### src/rtl/ncl_ctrl_pkg.sv
// Shared types and encodings for the NCL wavefront controller.
// Latency: n/a (declarations only).
// Backpressure: n/a.
package ncl_ctrl_pkg;

    typedef enum logic [1:0] {
        ST_IDLE = 2'd0,
        ST_DATA = 2'd1,
        ST_NULL = 2'd2
    } state_t;

    // Rail pair written as {t, f}
    localparam logic [1:0] RAIL_NULL    = 2'b00;
    localparam logic [1:0] RAIL_DATA0   = 2'b01;
    localparam logic [1:0] RAIL_DATA1   = 2'b10;
    localparam logic [1:0] RAIL_ILLEGAL = 2'b11;

    // Acknowledge polarity, shared by ncl_ko and ncl_ki
    localparam logic ACK_RFD = 1'b1;
    localparam logic ACK_RFN = 1'b0;

    function automatic logic [1:0] rail_pair(input logic t, input logic f);
        return {t, f};
    endfunction

endpackage

### src/rtl/ncl_sync.sv
// Multi-flop synchronizer for an N-bit bus, async reset to 0.
// Latency: STAGES clock cycles.
// Backpressure: none, samples every cycle.
module ncl_sync #(
    parameter int STAGES = 2,
    parameter int N      = 1
) (
    input  logic         clk,
    input  logic         rst,
    input  logic [N-1:0] d,
    output logic [N-1:0] q
);

    logic [STAGES-1:0][N-1:0] sr;

    always_ff @(posedge clk or posedge rst) begin
        if (rst) begin
            sr <= '0;
        end else begin
            sr <= {sr[STAGES-2:0], d};
        end
    end

    assign q = sr[STAGES-1];

endmodule

### src/rtl/ncl_wavefront_ctrl.sv
// Clocked sequencer driving DATA/NULL wavefronts into an NCL pipeline; NCL_CTRL_TIMEOUT_EN adds the phase timeout.
// Latency: rails at accept+1; capture SYNC_STAGES+1 cycles after result and ncl_ki settle.
// Backpressure: in_ready drops outside IDLE and while an undrained result blocks the output register.
module ncl_wavefront_ctrl
    import ncl_ctrl_pkg::*;
#(
    parameter int WIDTH       = 4,
    parameter int SYNC_STAGES = 2,
    parameter int TIMEOUT     = 255
) (
    input  logic             clk,
    input  logic             rst,
    input  logic             in_valid,
    output logic             in_ready,
    input  logic [WIDTH-1:0] in_data,
    output logic             out_valid,
    input  logic             out_ready,
    output logic [WIDTH-1:0] out_data,
    output logic [WIDTH-1:0] ncl_t,
    output logic [WIDTH-1:0] ncl_f,
    input  logic             ncl_ki,
    input  logic [WIDTH-1:0] ncl_rt,
    input  logic [WIDTH-1:0] ncl_rf,
    output logic             ncl_ko,
    output logic             timeout_err,
    output logic             rail_err
);

    logic             ki_s;
    logic [WIDTH-1:0] rt_s;
    logic [WIDTH-1:0] rf_s;

    ncl_sync #(.STAGES(SYNC_STAGES), .N(1)) u_sync_ki (
        .clk (clk),
        .rst (rst),
        .d   (ncl_ki),
        .q   (ki_s)
    );

    ncl_sync #(.STAGES(SYNC_STAGES), .N(WIDTH)) u_sync_rt (
        .clk (clk),
        .rst (rst),
        .d   (ncl_rt),
        .q   (rt_s)
    );

    ncl_sync #(.STAGES(SYNC_STAGES), .N(WIDTH)) u_sync_rf (
        .clk (clk),
        .rst (rst),
        .d   (ncl_rf),
        .q   (rf_s)
    );

    // An illegal pair is neither complete nor null, so the FSM just keeps waiting.
    logic res_complete;
    logic res_null;
    logic rail_bad;

    always_comb begin
        res_complete = 1'b1;
        res_null     = 1'b1;
        rail_bad     = 1'b0;
        for (int i = 0; i < WIDTH; i++) begin
            case (rail_pair(rt_s[i], rf_s[i]))
                RAIL_NULL: begin
                    res_complete = 1'b0;
                end
                RAIL_ILLEGAL: begin
                    res_complete = 1'b0;
                    res_null     = 1'b0;
                    rail_bad     = 1'b1;
                end
                default: begin
                    res_null = 1'b0;
                end
            endcase
        end
    end

    state_t           state_q;
    state_t           state_d;
    logic [WIDTH-1:0] t_d;
    logic [WIDTH-1:0] f_d;
    logic             ko_d;
    logic             ovld_d;
    logic [WIDTH-1:0] odat_d;
    logic             accept;
    logic             capture;
    logic             null_done;

    assign in_ready  = (state_q == ST_IDLE) && (ki_s == ACK_RFD) && (!out_valid || out_ready);
    assign accept    = in_valid && in_ready;
    assign capture   = (state_q == ST_DATA) && res_complete && (ki_s == ACK_RFN);
    assign null_done = (state_q == ST_NULL) && res_null && (ki_s == ACK_RFD);

    always_comb begin
        state_d = state_q;
        t_d     = ncl_t;
        f_d     = ncl_f;
        ko_d    = ncl_ko;
        case (state_q)
            ST_IDLE: begin
                if (accept) begin
                    t_d     = in_data;
                    f_d     = ~in_data;
                    state_d = ST_DATA;
                end
            end
            ST_DATA: begin
                if (capture) begin
                    t_d     = '0;
                    f_d     = '0;
                    ko_d    = ACK_RFN;
                    state_d = ST_NULL;
                end
            end
            ST_NULL: begin
                if (null_done) begin
                    ko_d    = ACK_RFD;
                    state_d = ST_IDLE;
                end
            end
            default: begin
                t_d     = '0;
                f_d     = '0;
                ko_d    = ACK_RFD;
                state_d = ST_IDLE;
            end
        endcase
    end

    // A capture wins over a same-cycle drain so the new result is never lost.
    always_comb begin
        ovld_d = out_valid && !out_ready;
        odat_d = out_data;
        if (capture) begin
            ovld_d = 1'b1;
            odat_d = rt_s;
        end
    end

    always_ff @(posedge clk or posedge rst) begin
        if (rst) begin
            state_q   <= ST_IDLE;
            ncl_t     <= '0;
            ncl_f     <= '0;
            ncl_ko    <= ACK_RFD;
            out_valid <= 1'b0;
            out_data  <= '0;
            rail_err  <= 1'b0;
        end else begin
            state_q   <= state_d;
            ncl_t     <= t_d;
            ncl_f     <= f_d;
            ncl_ko    <= ko_d;
            out_valid <= ovld_d;
            out_data  <= odat_d;
            rail_err  <= rail_err || rail_bad;
        end
    end

`ifdef NCL_CTRL_TIMEOUT_EN
    localparam int             TW     = $clog2(TIMEOUT + 1);
    localparam logic [TW-1:0]  TO_MAX = TW'(TIMEOUT);

    logic [TW-1:0] to_cnt_q;
    logic [TW-1:0] to_cnt_d;
    logic          to_err_q;

    always_comb begin
        to_cnt_d = to_cnt_q;
        if (state_d != state_q) begin
            to_cnt_d = '0;
        end else if ((state_q != ST_IDLE) && (to_cnt_q != TO_MAX)) begin
            to_cnt_d = to_cnt_q + TW'(1);
        end
    end

    // Flag is raised on the edge the count reaches TIMEOUT, then the count saturates.
    always_ff @(posedge clk or posedge rst) begin
        if (rst) begin
            to_cnt_q <= '0;
            to_err_q <= 1'b0;
        end else begin
            to_cnt_q <= to_cnt_d;
            to_err_q <= to_err_q || (to_cnt_d == TO_MAX);
        end
    end

    assign timeout_err = to_err_q;
`else
    logic unused_timeout;
    assign unused_timeout = ^TIMEOUT;
    assign timeout_err    = 1'b0;
`endif

endmodule

### config.mk
export PLATFORM = sky130hd
export DESIGN_NAME = ncl_wavefront_ctrl
export DESIGN_NICKNAME = d
export VERILOG_FILES = /design/src/rtl/ncl_ctrl_pkg.sv /design/src/rtl/ncl_sync.sv /design/src/rtl/ncl_wavefront_ctrl.sv
export SDC_FILE = /design/constraint.sdc
export NUM_CORES = 1
export LEC_CHECK = 0
export CORE_ASPECT_RATIO = 1.2
export CORE_MARGIN = 10
export CORE_UTILIZATION = 49
export DETAILED_ROUTE_END_ITERATION = 8
export GPL_TIMING_DRIVEN = 0
export MAX_ROUTING_LAYER = met4
export PLACE_DENSITY = 0.83
export SYNTH_ARGS = -nofsm -noshare
export SYNTH_HDL_FRONTEND = slang
export SYNTH_SLANG_ARGS = --single-unit
export TNS_END_PERCENT = 1
### constraint.sdc
create_clock -name clk -period 2 [get_ports clk]
set_input_delay 0.3 -clock clk [delete_from_list [all_inputs] [get_ports clk]]
set_output_delay 0.3 -clock clk [all_outputs]
set_load 0.005 [all_outputs]
# Yosys cells after proc, flatten, opt, wreduce, memory -nomap -nowiden
# Index checks and enable logic that the tools add are counted.
# totals
ff_bits,35
output_inout_bits,17
# op_classes
mux,25
n_reduce_logical,24
n_eq_ne,9
bitwise_logic,4
# ops
op,n
one-hot mux 4 bit (3 select lines),2
2-to-1 mux 1 bit,15
2-to-1 mux 4 bit,3
equality test 2 bit (second input constant),5
zero test 2 bit,5
AND reduction 3 bit,3
logical AND 1 bit,8
OR reduction 2 bit,4
2-to-1 mux 2 bit,3
inequality test 2 bit (second input constant),3
one-hot mux 2 bit (3 select lines),1
inverter 4 bit,1
inverter 1 bit,3
one-hot mux 1 bit (3 select lines),1
equality test 2 x 1 -> 1 bit (second input constant),1
zero test 1 bit,2
logical OR 1 bit,2

# Logic depth before layout (Yosys ltp)
# logic_depth
depth_word,10
ltp_mapped,6
ltp_nobuf,5

# Modules after synthesis
# Synthesis repeated with hierarchy kept, for this count alone.
# unflattened
cells_unflattened,132
area_unflattened_um2,1552.7
# modules_own_cells
module,n_inst,cells_each,seq_area_each_um2,area_per_inst_um2
ncl_wavefront_ctrl,1,103,426.7,1031.0
ncl_sync (u_sync_rf ...),2,13,200.2,234.0
ncl_sync (u_sync_ki),1,3,50.0,53.8

# Worst setup path after synthesis
# OpenSTA, ideal clock, no wires.
# synth_timing
path_type,reg2reg
startpoint,"register u_sync_rt.sr, in the netlist u_sync_rt.q[2]"
endpoint,register out_data[0]
stages_incl_launch_ff,7
t_required_ns,1.875
synth_period_minus_slack_ns,1.755
setup_slack_ns,0.245
arrival_time_ns,1.631
path_cell_list,dfrtp_1 inv_1 ha_1 nand2b_4 buf_6 nor4b_4 mux2_2
# synth_between
elab_chain_cells,6
# synth_lines
item,line_no,text
from (decl),ncl_sync.sv:14,logic [STAGES-1:0][N-1:0] sr;
from (signal assigned),ncl_sync.sv:20,"sr <= {sr[STAGES-2:0], d};"
equality test 2 bit / zero test 2 bit (equally long branches),ncl_wavefront_ctrl.sv:64,"case (rail_pair(rt_s[i], rf_s[i]))"
OR reduction 2 bit (no line) (*),-,
2-to-1 mux 1 bit (*) (2 in series),ncl_wavefront_ctrl.sv:64,
logical AND 1 bit (*) (2 in series),ncl_wavefront_ctrl.sv:93,assign capture = (state_q == ST_DATA) && res_complete && (ki_s == ACK_RFN);
to (signal assigned),ncl_wavefront_ctrl.sv:157,out_data <= odat_d;
to (decl),ncl_wavefront_ctrl.sv:18,"output logic [WIDTH-1:0] out_data,"
# Every way passes the cells marked *; elsewhere a longest branch is shown, timed or not.
# A chain may end at the register's enable or synchronous reset.

# Worst setup path after layout
# layout_timing
startpoint,"register u_sync_rt.sr, in the netlist u_sync_rt.q[3]"
endpoint,register out_data[0]
# layout_between
elab_chain_cells,5
# layout_lines
item,line_no
equality test 2 bit / zero test 2 bit (equally long branches),ncl_wavefront_ctrl.sv:64
OR reduction 2 bit (no line) (*),-
2-to-1 mux 1 bit (*),ncl_wavefront_ctrl.sv:64
logical AND 1 bit (*) (2 in series),ncl_wavefront_ctrl.sv:93
# Marks and branches as above.

==> metrics.txt <==
Netlist Area Pre-Place=1520 µm²; worst slack, placed=-0.218 ns; CP Max Fanout=10; crit path DAT=2.11 ns; Net Count, Synth=154; Gate Count Post-Synth=129; min-delay worst type=input port to async pin; vias in the first global route=1200; DRT Pass-1 Iters=4; row cnt=22; Compound-Gate Fraction of Synth Area=0.119; antenna violations before repair=0; Clock power frac=0.176; CTS clock-pin slew for the worst setup and hold paths=0.11 ns; XOR/XNOR share of the synthesized area=0; Slew Viols, Final=0; Sink Count=35; routed wire length=3.46 mm; power share of the sequential group=0.461; DR iter-0 viols=105; crit share post-route=0.944; H-tree depth=2; PwrDens=1040 nW/µm²; area of the core=3030 µm²; antenna-violating nets left=0; Max clock buf depth=2; GRT Residual Overflow=0; Avg WL per Cell=16.4 µm; startpoint types=flop; Layout Nets=199; via count=1179; footprint of the multi-input gates=544 µm²; Final Skew=0.0108 ns; IO Count=34; post-synthesis mux area share=0.0297; Total GRT Usage=0.121; Synth cell types=28; Setup violations, final=0; vias per inst=5.59; Die Y=81.0 µm; drt drc=0; RePlAce Congestion=0.853; first-pass GRT wire length=5.43 mm; max_cap viols=0; main combinational cell family by area after synthesis=simple AND/OR/NAND/NOR gates; Mean Syn Cell Area=11.8 µm²; PortBufs=31; Post-DP HPWL=2.40 mm; RSZ-0062 raised after global routing=false; share of layout cells above drive strength 1=0.183; Peak VDD IR=0.000761 V; fillcell total=235; Tot Pwr=2.12 mW; Yosys reg bits=35; Psw=676 µW; area growth from synthesis to layout=35.0%; run status=completed; Post-Synth Adder-Cell Area=0.0659; Comb power frac=0.362; Sw Ratio=0.318; worst setup margin=0.113 ns; initial cell density of the core=0.502; CTS tree=yes; critical path capture point type=flop; pin count of the biggest net entering global routing=36; worst setup path class=flop to flop; overall die width=70.8 µm; Sequential Area=878 µm²; Seq/Total Area, Yosys=0.577; Worst-Skew Late Latency=0.33 ns; fmax=530 MHz; WP data required=2.22 ns; Synth Area in Simple Gates=0.126; Num CTS Buffers=5; Pint=1.45 mW; Yosys warning count=0; Final Hold Viols=0; Root Driver=clkbuf_4; minimum clock period=1.89 ns; DIE AREA=5740 µm²; n_diodes=0; leakage power=0.933 nW
[final timing paths]
check	start	end	slack (ns)	depth (start not counted)
min reg2reg	u_sync_rf.sr[3]	u_sync_rf.q[3]	0.36	0
min	rst	rail_err	0.17	2
min in group clk	u_sync_rf.sr[3]	u_sync_rf.q[3]	0.36	0
max in group asynchronous	rst	ncl_ko	1.34	3
max reg2reg	u_sync_rt.q[3]	out_data[0]	0.11	6
max	u_sync_rt.q[3]	out_data[0]	0.11	6
[cell usage after synthesis]
cell       number  share of area
nand4_1         8          0.033
dfrtp_1        34           0.56
nor2b_1         5          0.021
dfstp_2         1          0.017
o2111ai_1       8          0.046
nand3_1         1         0.0033
nor3_1          1         0.0033
clkbuf_1        7          0.017
nor2_1          7          0.017
conb_1          1         0.0025
o21ai_0         1         0.0033
o311ai_0        8          0.046
buf_4           1         0.0049
clkinv_1        1         0.0025
nand2b_1        1         0.0041
ha_1            8          0.066
and3_1          2         0.0082
nor4b_4         1          0.016
a211oi_1        1         0.0049
inv_1          19          0.047
a31oi_1         1         0.0041
o211ai_1        1         0.0049
a21o_1          2         0.0099
nand2_1         2         0.0049
nand3_2         1         0.0066
buf_6           1         0.0074
nand2b_4        1         0.0091
mux2_2          4          0.030
[critical path, stage by stage (launching register included)]
cell	delay, ns
dfrtp_1	0.39
inv_1	0.06
ha_1	0.32
nand3_4	0.16
nor4b_4	0.34
buf_4	0.19
mux2_2	0.33
[final cells by class]
cell class	instances	share of cell area
clock inverter	3	0.00976
buffer	9	0.0354
inverter	20	0.0366
clock buffer	5	0.0183
tap	36	0.0220
sequential	35	0.428
timing repair buffer	38	0.184
multi-input combinational	65	0.265
[sequential cells by signal, summed over array words and instances, names as in the netlist]
name	flops
ncl_f	4
ncl_t	4
out_data	4
u_sync_rf.q	4
u_sync_rf.sr	4
u_sync_rt.q	4
u_sync_rt.sr	4
state_q	2
ncl_ko	1
out_valid	1
rail_err	1
u_sync_ki.q	1
u_sync_ki.sr	1
[metal layers]
metal / up-vias / share of wire / GRT usage
met4: 0 / 0.016 / 0.0523
met1: 577 / 0.37 / 0.112
li1: 538 / - / -
met5: - / 0 / -
met3: 8 / 0.069 / 0.0476
met2: 56 / 0.55 / 0.217
[cells by family (layout without fill, tap and decap cells)]
family | Yosys count | count (layout)
other cells | 1 | 1
fa+ha+maj | 8 | 8
simple gates | 30 | 30
flops | 35 | 35
compound gates | 22 | 22
buf+inv | 29 | 75
mux | 4 | 4
[cells in the final DEF, fill, tap and decap left out, drive strengths merged]
master | synthesis | layout
nor3 | 1 | 1
nand3 | 2 | 2
dlymetal6s2s | 0 | 1
conb | 1 | 1
nor4b | 1 | 1
nor2b | 5 | 5
mux2 | 4 | 4
o2111ai | 8 | 8
clkinv | 1 | 3
dfrtp | 34 | 34
ha | 8 | 8
a31oi | 1 | 1
o21ai | 1 | 1
a21o | 2 | 2
inv | 19 | 18
buf | 2 | 10
nand4 | 8 | 8
and3 | 2 | 2
clkdlybuf4s50 | 0 | 30
clkinvlp | 0 | 2
o211ai | 1 | 1
nand2b | 2 | 2
o311ai | 8 | 8
nor2 | 7 | 7
nand2 | 2 | 2
a211oi | 1 | 1
clkbuf | 7 | 11
dfstp | 1 | 1
[power by group through the flow]
stage / Clock, mW / Sequential (mW) / Combinational, mW
after floorplan: 0 / 0.980 / 0.322
after global placement: 0 / 0.972 / 0.685
after detailed placement: 0 / 0.992 / 0.712
after CTS: 0.387 / 0.975 / 0.751
after global routing: 0.420 / 1.00 / 0.844
final: 0.374 / 0.980 / 0.770
[what timing repair did]
item | 4_1_cts | 5_1_grt
pin swaps | 0 | 1
gates resized for setup | 12 | 5
gates cloned | 0 | 0
hold buffers | 0 | 0
setup endpoints to repair | 1 | 5
buffers inserted | 2 | 4
[stage by stage]
step                setup TNS (ns)  utilization  hold slack, ns  cell area [µm²]  instances
floorplan                        0            -           0.331             1520        129
global placement            -0.187        0.619           0.332             1870        196
detailed placement          -0.218        0.619           0.336             1870        196
CTS                              0        0.655           0.362             1980        206
global route                     0        0.677           0.191             2050        211
finish                           0        0.677           0.168             2050        211
No activity file was read; power rests on OpenSTA's default activity.
